## src/rtl/tc_timer_pkg.sv

```systemverilog
// Shared definitions for the memory-mapped countdown timer: register map,
// CTRL field layout, mode encodings and the controller state encoding.
package tc_timer_pkg;

    // Register offsets within the 16-byte window
    localparam logic [3:0] OFF_CTRL   = 4'h0;
    localparam logic [3:0] OFF_PRESET = 4'h4;
    localparam logic [3:0] OFF_COUNT  = 4'h8;
    localparam logic [3:0] OFF_RSVD   = 4'hC;

    // CTRL bit positions
    localparam int CTRL_EN      = 0;
    localparam int CTRL_MODE_LO = 1;
    localparam int CTRL_MODE_HI = 2;
    localparam int CTRL_IM      = 3;

    // MODE encodings; 2'b10 and 2'b11 fall back to one-shot behaviour
    localparam logic [1:0] MODE_ONESHOT = 2'b00;
    localparam logic [1:0] MODE_RELOAD  = 2'b01;

    // Controller states, shared with the bus bridge and the bench
    typedef enum logic [1:0] {
        ST_IDLE = 2'd0,
        ST_LOAD = 2'd1,
        ST_CNT  = 2'd2,
        ST_INT  = 2'd3
    } state_t;

endpackage

```

## src/rtl/tc_timer.sv

```systemverilog
// Memory-mapped countdown timer. CTRL/PRESET are CPU-writable, COUNT is
// read-only. One-shot mode holds its interrupt until CTRL is rewritten;
// auto-reload mode pulses the interrupt for one cycle and restarts.
module tc_timer
    import tc_timer_pkg::*;
#(
    parameter logic [31:0] BASE_ADDR = 32'h0000_7F00
) (
    input  logic        clk,
    input  logic        reset,
    input  logic [31:0] addr,
    input  logic        we,
    input  logic [3:0]  byteen,
    input  logic [31:0] wdata,
    output logic [31:0] rdata,
    output logic        irq
);

    logic        sel;
    logic [3:0]  offset;
    logic        wr;
    logic        wr_ctrl;
    logic        wr_preset;

    logic [3:0]  ctrl;
    logic [31:0] preset;
    logic [31:0] count;
    logic        irq_flag;

    state_t      state;
    state_t      state_nxt;
    logic [31:0] count_nxt;
    logic        flag_set;
    logic        flag_clr;
    logic        en_clr;
    logic [1:0]  mode;

    // Word-aligned decode only; the low address bits carry no register select.
    logic        unused_addr;
    assign unused_addr = ^addr[1:0];

    assign sel       = (addr[31:4] == BASE_ADDR[31:4]);
    assign offset    = addr[3:0];
    assign wr        = sel & we & (byteen == 4'b1111);
    assign wr_ctrl   = wr & (offset == OFF_CTRL);
    assign wr_preset = wr & (offset == OFF_PRESET);
    assign mode      = ctrl[CTRL_MODE_HI:CTRL_MODE_LO];

    // Controller state register
    always_ff @(posedge clk or posedge reset) begin
        if (reset) state <= ST_IDLE;
        else       state <= state_nxt;
    end

    // Next-state, counter update and interrupt flag requests
    always_comb begin
        state_nxt = state;
        count_nxt = count;
        flag_set  = 1'b0;
        flag_clr  = 1'b0;
        en_clr    = 1'b0;
        case (state)
            ST_IDLE: begin
                if (ctrl[CTRL_EN]) state_nxt = ST_LOAD;
            end
            ST_LOAD: begin
                count_nxt = preset;
                state_nxt = ST_CNT;
            end
            ST_CNT: begin
                if (!ctrl[CTRL_EN]) begin
                    state_nxt = ST_IDLE;
                end else if (count > 32'd1) begin
                    count_nxt = count - 32'd1;
                end else begin
                    // PRESET=0 lands here too, so it behaves like PRESET=1
                    count_nxt = '0;
                    flag_set  = 1'b1;
                    state_nxt = ST_INT;
                end
            end
            ST_INT: begin
                state_nxt = ST_IDLE;
                if (mode == MODE_RELOAD) flag_clr = 1'b1;
                else                     en_clr   = 1'b1;
            end
            default: state_nxt = ST_IDLE;
        endcase
    end

    // COUNT register, only ever written by the controller
    always_ff @(posedge clk or posedge reset) begin
        if (reset) count <= '0;
        else       count <= count_nxt;
    end

    // CTRL register; a CPU write takes priority over the one-shot EN clear
    always_ff @(posedge clk or posedge reset) begin
        if (reset)        ctrl <= '0;
        else if (wr_ctrl) ctrl <= wdata[3:0];
        else if (en_clr)  ctrl[CTRL_EN] <= 1'b0;
    end

    // PRESET register; a running count is unaffected until the next LOAD
    always_ff @(posedge clk or posedge reset) begin
        if (reset)          preset <= '0;
        else if (wr_preset) preset <= wdata;
    end

    // Interrupt flag: set on expiry, cleared by reload completion or any CTRL write
    always_ff @(posedge clk or posedge reset) begin
        if (reset)                    irq_flag <= 1'b0;
        else if (flag_set)            irq_flag <= 1'b1;
        else if (flag_clr | wr_ctrl)  irq_flag <= 1'b0;
    end

    assign irq = irq_flag & ctrl[CTRL_IM];

    // Combinational register readback
    always_comb begin
        rdata = '0;
        if (sel) begin
            case (offset)
                OFF_CTRL:   rdata = {28'd0, ctrl};
                OFF_PRESET: rdata = preset;
                OFF_COUNT:  rdata = count;
                OFF_RSVD:   rdata = '0;
                default:    rdata = '0;
            endcase
        end
    end

endmodule

```

## config.mk

```make
export PLATFORM = sky130hd
export DESIGN_NAME = tc_timer
export DESIGN_NICKNAME = d
export VERILOG_FILES = /design/src/rtl/tc_timer_pkg.sv /design/src/rtl/tc_timer.sv
export SDC_FILE = /design/constraint.sdc
export NUM_CORES = 1
export LEC_CHECK = 0
export CORE_MARGIN = 3
export CORE_UTILIZATION = 54
export CTS_CLUSTER_DIAMETER = 60
export DETAILED_ROUTE_END_ITERATION = 6
export PLACE_DENSITY_LB_ADDON = 0.15
export SYNTH_ARGS = -nofsm -noshare
export SYNTH_HDL_FRONTEND = slang
export SYNTH_SLANG_ARGS = --single-unit
```

## constraint.sdc

```tcl
create_clock -name clk -period 4.5 [get_ports clk]
set_input_delay 0.45 -clock clk [delete_from_list [all_inputs] [get_ports clk]]
set_output_delay 0.45 -clock clk [all_outputs]
set_load 0.05 [all_outputs]
```

==> impl_metrics.py <==
metrics = {
    "clock_network": {
        "clock-sinks": 71,
        "clock_path_buffers": 2,
        "cts_buffers": 9,
        "ctsHoldBuffers": 0,
        "cts_resized": 0,
        "post-cts-setup-buffers": 0,
        "ctsRootBufferMaster": "clkbuf_8",
        "h-tree-depth": 3,
        "cts.reportedPaths.clkPinSlew_ps": 70,
        "clock_latency_ps": 360,
        "cts_tree": "built",
    },
    "yosys": {
        "synth.net_count": 523,
        "synth_most_common_cell": "dfrtp_1",
        "synth-edff-count": 0,
        "synth-warning-count": 0,
        "async_reset_ff_share_pct": 100.0,
        "ys.flop_type": "dfrtp_1",
        "ys_ff_latch": 71,
        "synth_area_leader_cell": "dfrtp_1",
        "synth_common_cells": "dfrtp_1 (71), nor2_1 (47), mux2_2 (35)",
        "syn_avg_cell_area_um2": 9.481,
        "synth_top_cell_area_share_pct": 41.64,
        "synthDistinctLibCells": 61,
        "syn_inst": 450,
        "yosysSeqAreaShare_pct": 41.64,
        "synth.area.top_cells": "dfrtp_1 (42%), mux2_2 (9.2%), a22oi_1 (6.0%)",
        "synth_area_mm2": 0.004267,
    },
    "setup_path": {
        "cpMostUsedCell": "clkdlybuf4s50_1",
        "r2r-start": "count[0]$_DFFE_PP0P_",
        "critPathKind": "in -> out",
        "cp_slowest_cell": "clkdlybuf4s50_1",
        "cp.depth": 7,
        "slowest_delay_ps": 820,
        "cp_top_family": "buffers and inverters",
        "critPathLaunch": "addr[22]",
        "start_kind": "input port",
        "worstSetupEndpointType": "output pin",
        "reg2reg_slack_ps": 1560,
        "critPathMaxFanout": 34,
        "critPathCapture": "rdata[3]",
        "required_ps": 4050,
        "cp.arrival_ps": 2780,
        "cp.buffers_inverters": 3,
        "path_cells": "clkdlybuf4s50_1 > nor4_1 > and3_1 > nand4_1 > buf_4 > nor2_1 > clkdlybuf4s50_1",
        "r2r.worst_path.cells": 7,
        "reg2reg_to": "count[28]$_DFFE_PP0P_",
    },
    "power_and_ir_drop": {
        "power.density_mw_per_mm2": 223.3,
        "finalPower_mw": 1.239,
        "cellLeakagePower_nw": 2.439,
        "max-vdd-ir-drop_v": 0.0001666,
    },
    "sta": {
        "fin_worst_skew_ps": 16.61,
        "setup_slack_ps": 1272,
        "fin_crit_ps": 3228,
        "rsz0062_at_grt": "no",
        "maxSlewHeadroom_pct": 41.13,
        "whs_ps": 514.8,
        "maxSlewViolCount": 0,
        "tns_ps": 0,
        "hold_viol": 0,
        "setup_viol": 0,
        "fmax_mhz": 309.8,
        "worstMarginPinSlew_ps": 881.8,
        "period_share_pct": 71.73,
    },
    "global_routing": {
        "grt.met1_usage_pct": 37.03,
        "grt_max_degree": 43,
        "grt_antenna_before_repair": 0,
        "grt_pass1_wl_mm": 20.04,
        "grt_pass1_vias": 4055,
        "grt-busiest-layer": "met2",
        "met2_usage_pct": 47.33,
        "gr-usage-met3_pct": 6.853,
        "grt_use_total_pct": 28.36,
        "grt_overflow_total": 0,
    },
    "cells_and_area": {
        "syn2layout_area_growth_pct": 29.97,
        "drive_gt1_share_pct": 15.05,
        "antenna_cells": 0,
        "postLayoutCoreUtil_pct": 74.46,
        "nets": 613,
    },
    "min_path": {
        "hp-class": "reg -> reg",
    },
    "place": {
        "hpwl_mm": 8.548,
        "port_buffers": 103,
        "pre_cts_ws_ps": 1278,
        "globalplace.congestion": 0.9219,
    },
    "floorplan": {
        "die-height_um": 94.89,
        "io_pins": 104,
        "fp-row-count": 31,
        "start_util_pct": 57.29,
        "dieArea_mm2": 0.009004,
        "core-area_mm2": 0.007447,
        "die-width_um": 94.89,
    },
    "detailed_routing": {
        "drtIter0Drc": 340,
        "vias": 4152,
        "dr.pass1.iters": 5,
        "routedWlPerCell_um": 19.26,
        "wirelength_mm": 12.40,
        "route.detailed.drc": 0,
        "postRouteAntennaNets": 0,
        "via_per_inst": 6.447,
    },
    "run": {
        "drv_cap": 0,
    },
    "outcome": {
        "status": "completed",
    },
}
==> per-stage QoR <==
step / std cells / area, um^2
after floorplan: 450 / 4267
after global placement: 628 / 5349
after detailed placement: 628 / 5349
after CTS: 644 / 5545
after global routing: 644 / 5545
final: 644 / 5545
==> cell type report <==
type | count | area [um^2]
Clock buffer | 10 | 127.6
Clock inverter | 6 | 68.82
Fill cell | 563 | 1902
Inverter | 11 | 41.29
Multi-Input combinational cell | 334 | 2318
Sequential cell | 71 | 1777
Tap cell | 99 | 123.9
Timing Repair Buffer | 113 | 1089
==> kinds of logic after synthesis <==
group	count (synthesis)	share of synthesized area, %
mux	43	11.20
compound gates	116	18.92
simple gates	173	23.34
fa+ha+maj	2	0.5864
buf+inv	45	4.311
flops	71	41.64
==> routing by layer <==
layer  share of wire (%)  wire (um)
met1                  42       5208
met5                   0          0
met2                  47       5831
met4                 1.1        133
met3                 9.9       1227
==> state kept, by name, summed over array words and instances, names as in the netlist <==
register	flops
preset	32
irq_flag	1
ctrl	4
state	2
count	32
==> worst min path at each step <==
stage / startpoint / endpoint / slack [ps] / cells after the start
finish: ctrl[1]$_DFFE_PP0P_ / ctrl[1]$_DFFE_PP0P_ / 510 / 1
detailed placement: ctrl[1]$_DFFE_PP0P_ / ctrl[1]$_DFFE_PP0P_ / 490 / 1
floorplan: ctrl[1]$_DFFE_PP0P_ / ctrl[1]$_DFFE_PP0P_ / 460 / 1
global route: ctrl[3]$_DFFE_PP0P_ / ctrl[3]$_DFFE_PP0P_ / 560 / 1
global placement: ctrl[1]$_DFFE_PP0P_ / ctrl[1]$_DFFE_PP0P_ / 480 / 1
CTS: ctrl[1]$_DFFE_PP0P_ / ctrl[1]$_DFFE_PP0P_ / 510 / 1
==> where the power goes <==
part	internal, mW	switching, mW	total [mW]
Combinational	0.0571	0.0294	0.0865
Clock	0.260	0.254	0.515
Sequential	0.638	0.00000000248	0.638
==> cell usage in the layout, fill, tap and decap left out, types with 5 or more instances in the layout <==
master and n:
nor2_1 47, nor4_1 8, inv_1 9, nor3_1 8
or4_1 6, clkdlybuf4s50_1 96, clkbuf_8 9, a21oi_1 19
mux2i_1 5, or3_1 5, mux2_2 35, o211ai_1 7
o311ai_1 8, and3_1 14, a22oi_1 34, buf_4 17
nand2_1 24, nand3_1 16, dfrtp_1 71, a31oi_1 8
nand4_1 9, o21ai_0 15, nor2b_1 6
No activity file was read; power rests on OpenSTA's default activity.
